===== src/rtl/boot_loader_pkg.sv =====
// boot_loader_pkg: shared state encodings, RAM write-enable codes and default image offsets.
//   BOOT_* states   : 3-bit encodings of the boot FSM
//   BOOT_WE_*       : ram_we codes for word / half / byte stores (0 = read)
//   BOOT_*_BASE     : default ROM source and RAM destination byte offsets
package boot_loader_pkg;
    typedef enum logic [2:0] {
        BOOT_IDLE = 3'd0,
        BOOT_CRD  = 3'd1,
        BOOT_CWR  = 3'd2,
        BOOT_VRD  = 3'd3,
        BOOT_VCMP = 3'd4,
        BOOT_DONE = 3'd5,
        BOOT_ERR  = 3'd6
    } boot_state_e;
    localparam logic [2:0] BOOT_WE_WORD = 3'b110;
    localparam logic [2:0] BOOT_WE_HALF = 3'b101;
    localparam logic [2:0] BOOT_WE_BYTE = 3'b100;
    localparam int unsigned BOOT_SRC_BASE = 'h800;
    localparam int unsigned BOOT_DST_BASE = 'h000;
endpackage


===== src/rtl/boot_addr_gen.sv =====
// boot_addr_gen: word index counter with terminal detection and ROM/RAM byte address generation.
//   clk, rst     : clock, asynchronous active-high reset
//   clr, inc     : reset index to 0 / advance index (clr wins)
//   last, empty  : index is on the final word / image has no words
//   src_n, dst_n : ROM / RAM byte addresses of the index value being loaded this cycle
module boot_addr_gen
    import boot_loader_pkg::*;
#(
    parameter int          AWIDTH     = 12,
    parameter int          XLEN       = 32,
    parameter int unsigned SRC_BASE   = BOOT_SRC_BASE,
    parameter int unsigned DST_BASE   = BOOT_DST_BASE,
    parameter int unsigned COPY_BYTES = 'h800
) (
    input  logic              clk,
    input  logic              rst,
    input  logic              clr,
    input  logic              inc,
    output logic              last,
    output logic              empty,
    output logic [AWIDTH-1:0] src_n,
    output logic [AWIDTH-1:0] dst_n
);
    localparam int unsigned STRIDE = XLEN / 8;
    localparam int unsigned NW     = COPY_BYTES / STRIDE;

    logic [AWIDTH-1:0] idx_q, idx_d;

    // Addresses follow the next index so the FSM can register them on entry to a state;
    // truncation to AWIDTH makes wrap-around silent.
    always_comb begin
        idx_d = clr ? '0 : inc ? idx_q + AWIDTH'(1) : idx_q;
        src_n = AWIDTH'(SRC_BASE + 32'(idx_d) * STRIDE);
        dst_n = AWIDTH'(DST_BASE + 32'(idx_d) * STRIDE);
    end

    assign last  = idx_q == AWIDTH'(NW - 1);
    assign empty = NW == 0;

    always_ff @(posedge clk or posedge rst) begin
        if (rst) idx_q <= '0;
        else     idx_q <= idx_d;
    end
endmodule


===== src/rtl/boot_loader.sv =====
// boot_loader: copies an image from ROM to RAM, optionally verifies it by readback, then releases the core.
//   clk, rst             : clock, asynchronous active-high reset
//   start                : one-cycle (re)run request, honoured only in IDLE/DONE/ERR
//   rom_addr / rom_data  : ROM byte address out, registered read data in (1 cycle latency)
//   ram_addr / ram_wdata / ram_we / ram_rdata : RAM port owned while core_hold=1
//   core_hold            : holds the core; stays set after a verify failure
//   busy, done, error    : copy/verify running, sticky success, sticky mismatch
//   err_addr             : RAM byte address of the first mismatching word
module boot_loader
    import boot_loader_pkg::*;
#(
    parameter int          AWIDTH     = 12,
    parameter int          XLEN       = 32,
    parameter int unsigned SRC_BASE   = BOOT_SRC_BASE,
    parameter int unsigned DST_BASE   = BOOT_DST_BASE,
    parameter int unsigned COPY_BYTES = 'h800,
    parameter logic [2:0]  WE_WORD    = BOOT_WE_WORD,
    parameter bit          VERIFY     = 1'b1,
    parameter bit          AUTO_START = 1'b1
) (
    input  logic              clk,
    input  logic              rst,
    input  logic              start,
    output logic [AWIDTH-1:0] rom_addr,
    input  logic [XLEN-1:0]   rom_data,
    output logic [AWIDTH-1:0] ram_addr,
    output logic [XLEN-1:0]   ram_wdata,
    output logic [2:0]        ram_we,
    input  logic [XLEN-1:0]   ram_rdata,
    output logic              core_hold,
    output logic              busy,
    output logic              done,
    output logic              error,
    output logic [AWIDTH-1:0] err_addr
);
    boot_state_e       state_q, state_d;
    logic [AWIDTH-1:0] rom_addr_q, rom_addr_d, ram_addr_q, ram_addr_d, err_addr_q, err_addr_d;
    logic [XLEN-1:0]   wdata_q, wdata_d;
    logic [2:0]        we_q, we_d;
    logic              busy_q, busy_d, done_q, done_d, error_q, error_d, core_hold_q, core_hold_d;
    logic              clr, inc, last, empty, launch, finish;
    logic [AWIDTH-1:0] src_n, dst_n;

    boot_addr_gen #(
        .AWIDTH(AWIDTH), .XLEN(XLEN), .SRC_BASE(SRC_BASE), .DST_BASE(DST_BASE), .COPY_BYTES(COPY_BYTES)
    ) u_addr (
        .clk(clk), .rst(rst), .clr(clr), .inc(inc), .last(last), .empty(empty), .src_n(src_n), .dst_n(dst_n)
    );

    always_comb begin
        state_d     = state_q;
        rom_addr_d  = rom_addr_q;
        ram_addr_d  = ram_addr_q;
        err_addr_d  = err_addr_q;
        wdata_d     = wdata_q;
        we_d        = 3'b000;
        busy_d      = busy_q;
        done_d      = done_q;
        error_d     = error_q;
        core_hold_d = core_hold_q;
        clr         = 1'b0;
        inc         = 1'b0;
        launch      = 1'b0;
        finish      = 1'b0;
        case (state_q)
            // IDLE is only reachable from reset, so core_hold_q here means an auto-start is pending
            BOOT_IDLE: launch = start | core_hold_q;
            BOOT_CRD: begin
                state_d    = BOOT_CWR;
                ram_addr_d = dst_n;
                we_d       = WE_WORD;
            end
            BOOT_CWR: begin
                wdata_d = rom_data;
                clr     = last;
                inc     = !last;
                if (!last) begin
                    state_d    = BOOT_CRD;
                    rom_addr_d = src_n;
                end else if (VERIFY) begin
                    state_d    = BOOT_VRD;
                    rom_addr_d = src_n;
                    ram_addr_d = dst_n;
                end else begin
                    finish = 1'b1;
                end
            end
            BOOT_VRD: state_d = BOOT_VCMP;
            BOOT_VCMP: begin
                if (ram_rdata != rom_data) begin
                    state_d    = BOOT_ERR;
                    err_addr_d = ram_addr_q;
                    error_d    = 1'b1;
                    busy_d     = 1'b0;
                end else if (last) begin
                    finish = 1'b1;
                end else begin
                    inc        = 1'b1;
                    state_d    = BOOT_VRD;
                    rom_addr_d = src_n;
                    ram_addr_d = dst_n;
                end
            end
            default: launch = start;
        endcase
        if (launch) begin
            clr         = 1'b1;
            busy_d      = 1'b1;
            core_hold_d = 1'b1;
            done_d      = 1'b0;
            error_d     = 1'b0;
            state_d     = BOOT_CRD;
            rom_addr_d  = empty ? rom_addr_q : src_n;
        end
        if (finish | (launch & empty)) begin
            state_d     = BOOT_DONE;
            busy_d      = 1'b0;
            done_d      = 1'b1;
            core_hold_d = 1'b0;
        end
    end

    always_ff @(posedge clk or posedge rst) begin
        if (rst) begin
            state_q     <= BOOT_IDLE;
            rom_addr_q  <= '0;
            ram_addr_q  <= '0;
            err_addr_q  <= '0;
            wdata_q     <= '0;
            we_q        <= 3'b000;
            busy_q      <= 1'b0;
            done_q      <= 1'b0;
            error_q     <= 1'b0;
            core_hold_q <= AUTO_START;
        end else begin
            state_q     <= state_d;
            rom_addr_q  <= rom_addr_d;
            ram_addr_q  <= ram_addr_d;
            err_addr_q  <= err_addr_d;
            wdata_q     <= wdata_d;
            we_q        <= we_d;
            busy_q      <= busy_d;
            done_q      <= done_d;
            error_q     <= error_d;
            core_hold_q <= core_hold_d;
        end
    end

    // ROM data is only valid during CWR, so the store passes it straight through and the
    // register keeps the last written word visible afterwards.
    assign ram_wdata = (state_q == BOOT_CWR) ? rom_data : wdata_q;
    assign rom_addr  = rom_addr_q;
    assign ram_addr  = ram_addr_q;
    assign ram_we    = we_q;
    assign err_addr  = err_addr_q;
    assign busy      = busy_q;
    assign done      = done_q;
    assign error     = error_q;
    assign core_hold = core_hold_q;
endmodule


===== config.mk =====
export PLATFORM = sky130hd
export DESIGN_NAME = boot_loader
export DESIGN_NICKNAME = d
export VERILOG_FILES = /design/src/rtl/boot_loader_pkg.sv /design/src/rtl/boot_addr_gen.sv /design/src/rtl/boot_loader.sv
export SDC_FILE = /design/constraint.sdc
export NUM_CORES = 1
export LEC_CHECK = 0
export BUFFER_PORTS_ARGS = -buffer_cell sky130_fd_sc_hd__clkbuf_2
export CORE_MARGIN = 4
export CORE_UTILIZATION = 54
export CTS_CLUSTER_SIZE = 12
export DETAILED_ROUTE_END_ITERATION = 8
export PLACE_DENSITY = 0.86
export SLEW_MARGIN = 20
export SYNTH_ARGS = -nofsm -noshare
export SYNTH_HDL_FRONTEND = slang
export SYNTH_SLANG_ARGS = --single-unit

===== constraint.sdc =====
create_clock -name clk -period 7.8 [get_ports clk]
set_input_delay 1.56 -clock clk [delete_from_list [all_inputs] [get_ports clk]]
set_output_delay 1.56 -clock clk [all_outputs]
set_load 0.02 [all_outputs]

Word level (Yosys, flattened, before mapping). Cells that the tools add are included.

Add/subtract/negate cells: 2. Reduce and logical (&&, ||, !) cells: 17. Bitwise operators: 1. Mux-type cells: 38. Equality and inequality tests: 12.

Operators by type and width (number): $mux W12 (8); $pmux W12 S3 (1); $mux W32 (1); $ne A32 B32 Y1 (1); $pmux W12 S2 (1); $mux W1 (18); $mux W3 (5); $add A12 B1 Y12 const B (1); $add A12 B12 Y12 const A (1); $eq A12 B9 Y1 const B (1); $pmux W3 S4 (1); $reduce_bool A3 Y1 (4); $reduce_and A2 Y1 (4); $eq A3 B2 Y1 const B (2); $ne A2 B2 Y1 const B (3); $ne A3 B3 Y1 const B (2); $reduce_bool A2 Y1 (3); $reduce_bool A6 Y1 (1); $ne A5 B5 Y1 const B (1); $pmux W1 S2 (2); $reduce_and A4 Y1 (1); $reduce_or A4 Y1 (1); $eq A3 B1 Y1 const B (1); $eq A3 B3 Y1 const B (1); 5 further kinds (5).

Bits in registers: 90. Word-level logic and storage cells: 81. Output and inout bits: 75.

Logic depth before layout (Yosys ltp). Gate-level depths: netlist (run 1).

Depth after elaboration: 11. Mapped depth: 9. Mapped depth without buffers: 8.

Modules after synthesis. Synthesis (run 1) repeated with hierarchy kept, for this count alone.

Cell total of the unflattened synthesis: 432. Area, all modules: 4805.9 sq um.

Modules (own cells, without submodules): boot_loader (cells each 343, instances 1, area each 3981.3 sq um, seq. area each 1903.1 sq um); boot_addr_gen (cells each 89, instances 1, area each 824.5 sq um, seq. area each 300.3 sq um).

Worst setup path after synthesis (run 1). Ideal clock, no wire load.

Path type: register -> output. From: register state_q[2]. To: output port ram_wdata[10]. Data required time: 6.240 ns. Slack: 4.407 ns. Stages on the path, launching flop included: 8. Arrival: 1.833 ns. Cells stage by stage: dfrtp_1 > buf_4 > and2b_2 > and2_0 > clkbuf_1 > clkbuf_1 > nand2_1 > nand2_1.

Longest elaborated chain between the ends: 2.

RTL lines: start: declaration (RTL line boot_loader.sv:36) `boot_state_e state_q, state_d;`; start signal: assignment (RTL line boot_loader.sv:136) `state_q <= state_d;`; $eq A3 B2 Y1 (RTL line boot_loader.sv:151) `assign ram_wdata = (state_q == BOOT_CWR) ? rom_data : wdata_q;`; $mux W32 (RTL line boot_loader.sv:151); end: declaration (RTL line boot_loader.sv:27) `output logic [XLEN-1:0] ram_wdata,`.

No other way between the ends.

Final worst setup path (run 1).
From: input port ram_rdata[13]. To: register ram_addr_q[3], in the netlist ram_addr[3].

Longest elaborated chain between the ends: 8. Elaborated cells between the ends (all ways): 11. Classes of those cells: eq/ne: 2; mux: 8; reduce/logical: 1.

RTL lines: start: declaration (RTL line boot_loader.sv:29) `input logic [XLEN-1:0] ram_rdata,`; $ne A32 B32 Y1 (*) (RTL line boot_loader.sv:90) `if (ram_rdata != rom_data) begin`; $mux W1 (RTL line boot_loader.sv:90); $pmux W1 S2 (RTL line boot_loader.sv:65) `case (state_q)`; $mux W12 (2 in series) (RTL line boot_addr_gen.sv:32) `idx_d = clr ? '0 : inc ? idx_q + AWIDTH'(1) : idx_q;`; $mux W12 (RTL line boot_loader.sv:95) `end else if (last) begin`; $mux W12 (RTL line boot_loader.sv:90); $pmux W12 S3 (RTL line boot_loader.sv:65); end signal: assignment (RTL line boot_loader.sv:138) `ram_addr_q <= ram_addr_d;`; end: declaration (RTL line boot_loader.sv:37) `logic [AWIDTH-1:0] rom_addr_q, rom_addr_d, ram_addr_q, ram_addr_d, err_addr_q, err_addr_d;`.

Mark *: on every way between the ends. The rest lies on a longest branch, timed or not. The select of a mux whose other input is x is not followed. A chain may end at the register's enable or synchronous reset.

==> flow_metrics.tcl, run 1 <==
set metrics [dict create \
    fillers 589 \
    comb_power_share_pct 9.5 \
    instances_no_fill 625 \
    drv_slew 0 \
    drive_gt1_share_pct 34.79 \
    start_kind "input port" \
    worst_setup_path_end_kind "register" \
    worstPathMaxFanout 13 \
    p_per_area_nw_per_um2 174.2 \
    avgSynthCellArea_um2 10.22 \
    pin_count 142 \
    dr.pass1.iters 5 \
    max_freq_mhz 272.1 \
    vias 3375 \
    dieWidth_um 93.93 \
    grt_pass1_vias 3316 \
    ys_warn_count 0 \
    path_clk_slew_ns 0.08 \
    leakage_nw 2.527 \
    syn_area_um2 3988 \
    ir_drop_mv 0.1077 \
    worst-setup-path-type "input port to register" \
    rsz0062_at_grt "false" \
    cts_buffer_depth 2 \
    p_int_w 0.0006592 \
    start_util_pct 55.27 \
    dp_hpwl_mm 7.321 \
    final_common_cell "clkbuf_2" \
    synthMuxAreaShare_pct 3.420 \
    finalHoldViolations 0 \
    synthFlopType "dfrtp_1" \
    clockPowerShare_pct 39.7 \
    slew_headroom_pct 42.68 \
    synth-adder-area-share_pct 0.3138 \
    cp_slowest_cell "nor2_1" \
    cts_made_buffers 9 \
    yosys.area.top_type_share_pct 50.83 \
    cts_tree "yes" \
    crit_arrival_ns 3.91 \
    antenna_cells 0 \
    htreeDepth 3 \
    p_seq_share_pct 50.8 \
    yosysSeqAreaShare_pct 51.49 \
    synth_edf_count 0 \
    synth_compound_area_share_pct 9.853 \
    synth_cell_types 59 \
    synthTopCellsByArea "dfrtp_1, nand2_1, xor2_1" \
    yosysTopAreaCell "dfrtp_1" \
    postSynthCellCount 390 \
    first_iter_violations 322 \
    grtUsageTotal_pct 23.21 \
    status "finished clean" \
    tightest_slew_ns 0.8533 \
    ys_seq_elements 82 \
    viasPerCell 5.400 \
    wl_per_cell_um 15.68 \
    final_util_pct 68.18 \
    num_rows 31 \
    setup_viol 0 \
    maxCapViolations 0 \
    yosys.area_share.simple_pct 21.09 \
    post_cts_buffers 0 \
    die_area_um2 8823 \
    root_buffer "clkbuf_8" \
    slowest_delay_ns 0.57 \
    drt-total-wl_mm 9.802 \
    gp_congestion 0.9131 \
    tns_ns 0 \
    insertion_delay_ns 0.34 \
    post_cts_resized 0 \
    finalCritPeriodShare_pct 47.13 \
    cp.required_ns 8.03 \
    area_growth_pct 23.34 \
    antenna_found_initial 0 \
    die_h_um 93.93 \
    synth-async-reset-ratio_pct 100.0 \
    fin_crit_ns 3.676 \
    clock_sinks 82 \
    sw_frac_of_total_pct 23.07 \
    final_nets 590 \
    worstHoldPathType "register to register" \
    hold_buffers 0 \
    mostFrequentLayoutCells "clkbuf_2, nand2_1, dfrtp_1" \
    ant_nets 0 \
    cp_cell_sequence "clkbuf_2, xor2_1, nor4_1, nand4_1, o31a_1, nor2_1, mux2i_1, o2bb2ai_1" \
    yosys.area_share.xor_xnor_pct 9.664 \
    synth_top_family_by_area "simple AND/OR/NAND/NOR gates" \
    coreArea_um2 7214 \
    grt_first_pass_wirelength_mm 15.87 \
    dp.cells 610 \
    fin_skew_ns 0.009382 \
    grt_max_degree 83 \
    grt_overflow_total 0 \
    drc 0 \
    port_buffers 134 \
    netSwitchingPower_w 0.0001977 \
]
## critical path, delay by kind of cell
kind                      cells  cell delay (ns)
and+or+nand+nor               3             1.19
AOI/OAI and AO/OA             2             0.61
muxes                         1             0.30
xor gates and xnor gates      1             0.15
buffers and inverters         1             0.08
## per-stage QoR
stage                     worst slack [ns]  hold WS, ns  area, um2   power, W
final                                4.124       0.4760       4918  0.0008569
after global routing                 3.966       0.5021       4918  0.0008901
after CTS                            4.167       0.4819       4911  0.0008631
after detailed placement             3.782       0.4620       4692  0.0005252
after global placement               3.856       0.4533       4692  0.0005223
after floorplan                      4.133       0.5138       4010  0.0004892
## power by group through the flow
stage | Combinational, W | Sequential, W | Clock (W)
after floorplan | 0.0000461 | 0.000443 | 0
after global placement | 0.0000789 | 0.000443 | 0
after detailed placement | 0.0000813 | 0.000444 | 0
after CTS | 0.0000820 | 0.000435 | 0.000346
after global routing | 0.0000891 | 0.000436 | 0.000365
final | 0.0000812 | 0.000435 | 0.000340
## cells by family after synthesis
logic type	after synthesis
compound gates	55
xor+xnor	44
fa+ha+maj	1
buf+inv	29
flops	82
mux	12
other cells	1
simple gates	166
## worst paths after layout
kind / startpoint / to / slack [ns] / depth (start not counted)
max in group asynchronous: rst / rom_addr[8] / 5.92 / 3
min: wdata_q[7] / wdata_q[7] / 0.48 / 2
max reg2reg: u_addr.idx_q[0] / ram_addr[2] / 4.74 / 8
max: ram_rdata[13] / ram_addr[3] / 4.12 / 8
min in group asynchronous: rst / wdata_q[28] / 1.40 / 3
min reg2reg: wdata_q[7] / wdata_q[7] / 0.48 / 2
## registers in the layout, summed over array words and instances, names as in the netlist
name          count
error             1
state_q           3
wdata_q          32
ram_addr         10
busy              1
rom_addr         10
ram_we            1
done              1
err_addr         10
core_hold         1
u_addr.idx_q     12
## cell usage after synthesis (4+ instances only)
cell	n
nand2_1	105
dfrtp_1	81
xor2_1	35
nor2_1	13
buf_4	10
o21ai_0	10
a21oi_1	9
clkbuf_1	9
mux2_2	9
xnor2_1	9
a22o_1	8
inv_1	7
nor3_1	6
o2bb2ai_1	6
nor4_1	5
nor4_2	4
## routing by layer
layer | vias up | wire length [um] | GRT usage (%)
li1 | 1583 | - | -
met1 | 1627 | 3960 | 30.10
met2 | 131 | 5003 | 37.85
met3 | 34 | 534 | 3.686
met4 | 0 | 302 | 11.43
met5 | - | 0 | 0
## area by class of cell
type | instances | area [um2] | share of cell area (%)
sequential | 82 | 2053 | 41.75
multi-input combinational | 285 | 1798 | 36.56
timing repair buffer | 137 | 696.9 | 14.17
clock buffer | 13 | 158.9 | 3.231
tap | 99 | 123.9 | 2.518
clock inverter | 2 | 60.06 | 1.221
inverter | 7 | 27.53 | 0.5597
Power figures use the tool's default switching activity.
==> inputs of run 2 (changes only) <==
Settings changed: ABC_AREA from default to 1, CORE_UTILIZATION 54 to 50, PLACE_DENSITY 0.86 to 0.8.
Clock period 7.8 ns to 3.8 ns, I/O delays scaled along.
==> run 2 against run 1 <==
Global-route usage decreased by 1.8 points. Flip-flop and latch count did not move. Largest power group is now combinational logic. Cell area is 1.1% higher. Non-clock buffer count decreased by 1.
==> flow_metrics.tcl, run 2 <==
set metrics [dict create \
    yosysMostFrequentCell "nand2_1" \
    wl_per_cell_um 12.98 \
    setup_viol 0 \
    die_area_um2 9613 \
    tightest_slew_ns 0.7654 \
    dieWidth_um 98.05 \
    min_from "wdata_q[5]" \
    crit_start "state_q[2]" \
    cts_tree "yes" \
    antenna_found_initial 0 \
    max_freq_mhz 330.6 \
    htreeDepth 3 \
    drv_slew 0 \
    dr.pass1.iters 4 \
    worst_setup_path_end_kind "output port" \
    antenna_cells 0 \
    reg2reg_depth 10 \
    grt_first_pass_wirelength_mm 16.88 \
    post_cts_buffers 0 \
    fin_skew_ns 0.01171 \
    cts_made_buffers 9 \
    crit_arrival_ns 2.26 \
    cp.required_ns 3.04 \
    synth_cell_types 30 \
    yosysSeqAreaShare_pct 50.65 \
    synth-async-reset-ratio_pct 100.0 \
    r2r-start "state_q[2]" \
    hold_buffers 0 \
    viasPerCell 4.899 \
    cts_buffer_depth 2 \
    final_common_cell "nand2_1" \
    vias 3699 \
    worst-setup-path-type "register to output port" \
    grtUsageTotal_pct 21.38 \
    yosys-top-cells-count "nand2_1, dfrtp_1, inv_1, nand3_1, nor2_1" \
    fin_crit_ns 3.024 \
    ys_seq_elements 82 \
    r2r-end "u_addr.idx_q[2]" \
    final_util_pct 63.70 \
    tns_ns 0 \
    p_per_area_nw_per_um2 693.4 \
    drive_gt1_share_pct 25.42 \
    largest_reg_flops 32 \
    grt_overflow_total 0 \
    maxCapViolations 0 \
    start_kind "register" \
    finalHoldViolations 0 \
    first_iter_violations 246 \
    clock_sinks 82 \
    r2r_slack_ns 1.16 \
    num_rows 32 \
    synthTopCellsByArea "dfrtp_1, nand2_1, xnor2_1" \
    ir_drop_mv 0.4547 \
    syn_area_um2 4054 \
    post_cts_resized 0 \
    reg_top3 "wdata_q: 32 flops, u_addr.idx_q: 12 flops" \
    critPathCapture "ram_wdata[17]" \
    avgSynthCellArea_um2 7.856 \
    port_buffers 134 \
    synth_edf_count 0 \
    path_clk_slew_ns 0.09 \
    root_buffer "clkbuf_8" \
    ant_nets 0 \
    pin_count 142 \
    yosys.area.top_type_share_pct 50.00 \
    rsz0062_at_grt "false" \
    start_util_pct 51.92 \
    grt_max_degree 66 \
    top_register "wdata_q" \
    timing.final.ws_setup_ns 0.7755 \
    die_h_um 98.05 \
    synthFlopType "dfrtp_1" \
    grt_pass1_vias 3717 \
    dp_slack_ns 0.7391 \
    slew_headroom_pct 48.97 \
    area_growth_pct 22.69 \
    worstHoldPathType "register to register" \
    insertion_delay_ns 0.36 \
    drt-total-wl_mm 9.798 \
    leakage_nw 2.878 \
    mostFrequentLayoutCells "nand2_1, clkbuf_2, dfrtp_1" \
    dp_hpwl_mm 7.651 \
    ys_warn_count 0 \
    status "finished clean" \
    coreArea_um2 7807 \
    drc 0 \
    gp_congestion 0.8941 \
    final_nets 716 \
    yosysTopAreaCell "dfrtp_1" \
    worstPathMaxFanout 45 \
    postSynthCellCount 516 \
    finalCritPeriodShare_pct 79.59 \
]
run 2: stage by stage:
stage	hold slack (ns)	cell area, um2	instances	total power (W)
2_1_floorplan	0.4664	4076	522	0.002340
3_3_place_gp	0.4523	4770	739	0.002780
3_5_place_dp	0.4550	4770	739	0.002830
4_1_cts	0.4752	4972	755	0.003477
5_1_grt	0.4936	4974	755	0.003704
6_report	0.4722	4974	755	0.003448
run 2: worst min path at each step:
stage	cells past startpoint	endpoint
3_3_place_gp	2	wdata_q[18]
5_1_grt	2	wdata_q[18]
3_5_place_dp	2	wdata_q[18]
4_1_cts	2	wdata_q[18]
6_report	2	wdata_q[5]
2_1_floorplan	1	ram_we[1]
run 2: final cells by class:
cell class / instances / area (um2)
fill: 715 / 2834
sequential: 82 / 2053
multi-input combinational: 370 / 1715
timing repair buffer: 136 / 685.7
inverter: 49 / 188.9
tap: 102 / 127.6
clock buffer: 9 / 123.9
clock inverter: 7 / 78.83
run 2: cell families after synthesis:
group	count (synthesis)	share of synthesized area (%)
AOI/OAI and AO/OA	27	3.642
other	1	0.09250
DFF	82	50.65
adders and majority gates	1	0.3086
buffers and inverters	70	7.593
xor gates and xnor gates	32	6.913
and+or+nand+nor	303	30.80
run 2: report_power, final:
part	internal, W	switching, W
Combinational	0.000443	0.00113
Sequential	0.00112	0.000116
Clock	0.000308	0.000336
run 2: routing by layer:
layer  GRT usage (%)  vias up  wire length (um)
met4           7.561        0               184
met1           27.54     1715              4170
met3           4.000       19               543
li1                -     1849                 -
met2           36.13      116              4900
met5               0        -                 0
run 2: critical path: stages, from the launching register on:
cell	delay, ns
dfrtp_1	0.50
nor3_4	0.20
buf_4	0.29
inv_2	0.33
o21ai_0	0.37
clkbuf_2	0.23
==> inputs of run 3 (changes only) <==
Settings changed: CORE_UTILIZATION 50 to 45, PLACE_DENSITY 0.8 to 0.76.
Clock period 3.8 ns to 2.7 ns, I/O delays scaled along.
==> run 3 against run 2 <==
Cell count grew 1.5%. Total power increased by 39%. Count of clock-buffer cells in the layout is the same. Highest routed layer unchanged.
==> flow_metrics.tcl, run 3 (synthesis gave the netlist of run 2 again) <==
set metrics [dict create \
    rsz0062_at_grt "false" \
    insertion_delay_ns 0.35 \
    fin_skew_ns 0.01077 \
    mostFrequentLayoutCells "nand2_1, clkbuf_2, dfrtp_1" \
    dp_hpwl_mm 7.668 \
    drv_slew 0 \
    worst-setup-path-type "register to output port" \
    worstPathMaxFanout 27 \
    drive_gt1_share_pct 25.99 \
    die_area_um2 10590 \
    path_clk_slew_ns 0.09 \
    path_common_cell "nand2_1" \
    drt-total-wl_mm 9.788 \
    ant_nets 0 \
    grt_max_degree 50 \
    vias 3601 \
    grtUsageTotal_pct 19.19 \
    root_buffer "clkbuf_8" \
    ir_drop_mv 0.6504 \
    slowest_delay_ns 0.42 \
    finalCritPeriodShare_pct 91.84 \
    antenna_cells 0 \
    grt_first_pass_wirelength_mm 15.94 \
    coreArea_um2 8763 \
    cts_made_buffers 9 \
    critPathBufInv 4 \
    finalHoldViolations 0 \
    viasPerCell 4.701 \
    gp_congestion 0.8393 \
    maxCapViolations 0 \
    grt_overflow_total 0 \
    crit_family "buffers and inverters" \
    setup_viol 0 \
    cp_slowest_cell "dfrtp_1" \
    pin_count 142 \
    start_util_pct 46.26 \
    cp.required_ns 2.16 \
    dieWidth_um 102.9 \
    post_cts_resized 0 \
    fillers 832 \
    first_iter_violations 145 \
    die_h_um 102.9 \
    htreeDepth 3 \
    max_freq_mhz 403.3 \
    drc 0 \
    p_per_area_nw_per_um2 955.4 \
    tightest_slew_ns 0.8545 \
    dr.pass1.iters 4 \
    antenna_found_initial 0 \
    worst_setup_path_end_kind "output port" \
    tns_ns 0 \
    port_buffers 134 \
    status "finished clean" \
    cp_cell_sequence "inv_1, nor3_4, inv_2, buf_4, nand2_1, nand2_1, clkbuf_2" \
    final_common_cell "nand2_1" \
    total_power_w 0.004783 \
    start_kind "register" \
    post_cts_buffers 0 \
    area_growth_pct 23.49 \
    worstHoldPathType "input port to async pin" \
    grt_pass1_vias 3496 \
    cts_tree "yes" \
    fin_crit_ns 2.480 \
    top_register "wdata_q" \
    crit_arrival_ns 1.94 \
    dp_slack_ns 0.3596 \
    timing.final.ws_setup_ns 0.2203 \
    hold_buffers 0 \
    num_rows 34 \
    largest_reg_flops 32 \
    slew_headroom_pct 42.97 \
    final_nets 721 \
    wl_per_cell_um 12.78 \
    reg_top3 "wdata_q: 32 flops, u_addr.idx_q: 12 flops" \
    cts_buffer_depth 2 \
    clock_sinks 82 \
    leakage_nw 2.898 \
]
==> run 3: layer usage <==
metal	GRT usage [%]	part of all wire (%)
met5	0	0
met4	8.865	2.3
met3	3.180	4.7
met2	32.02	50
met1	24.41	43
==> run 3: power by group <==
group | internal [W] | switching, W
logic | 0.000649 | 0.00159
clock network | 0.000340 | 0.000471
registers | 0.00158 | 0.000157
==> run 3: metrics by stage <==
stage / hold WS [ns] / cells / area (um2) / utilization (%)
after floorplan: 0.4664 / 522 / 4076 / -
after global placement: 0.4524 / 750 / 4827 / 55.08
after detailed placement: 0.4538 / 750 / 4827 / 55.08
after CTS: 0.3349 / 766 / 5006 / 57.12
after global routing: 0.3832 / 766 / 5006 / 57.12
final: 0.3161 / 766 / 5006 / 57.12
==> run 3: cell type report <==
cell class              instances  area (um2)  share of cell area [%]
clock inverters                 7       55.05                   1.100
inverters                      49       187.7                   3.749
repair buffers                141       735.7                   14.70
clock buffers                   9       123.9                   2.474
multi-input cells             370        1715                   34.27
flip-flops and latches         82        2053                   41.01
well taps                     108       135.1                   2.699
==> run 3: worst paths after layout <==
path | startpoint | endpoint | slack (ns) | cells past startpoint
setup / recovery | state_q[1] | ram_wdata[11] | 0.22 | 7
hold / removal | rst | wdata_q[31] | 0.32 | 2
setup reg to reg | u_addr.idx_q[0] | ram_addr[4] | 0.37 | 10
hold reg to reg | wdata_q[18] | wdata_q[18] | 0.47 | 2
max in group asynchronous | rst | u_addr.idx_q[11] | 1.72 | 3
min in group clk | rom_data[2] | wdata_q[2] | 0.44 | 3
==> run 3: worst register-to-register path, stage by stage (launching register included) <==
cell and delay (ns):
dfrtp_1 0.41, ha_1 0.23, nand3_1 0.17, nor2_2 0.22, nand3_2 0.24, nand2_1 0.15, nand3_1 0.10, nor2_2 0.38
inv_2 0.18, nand2_1 0.10, nand2_1 0.05
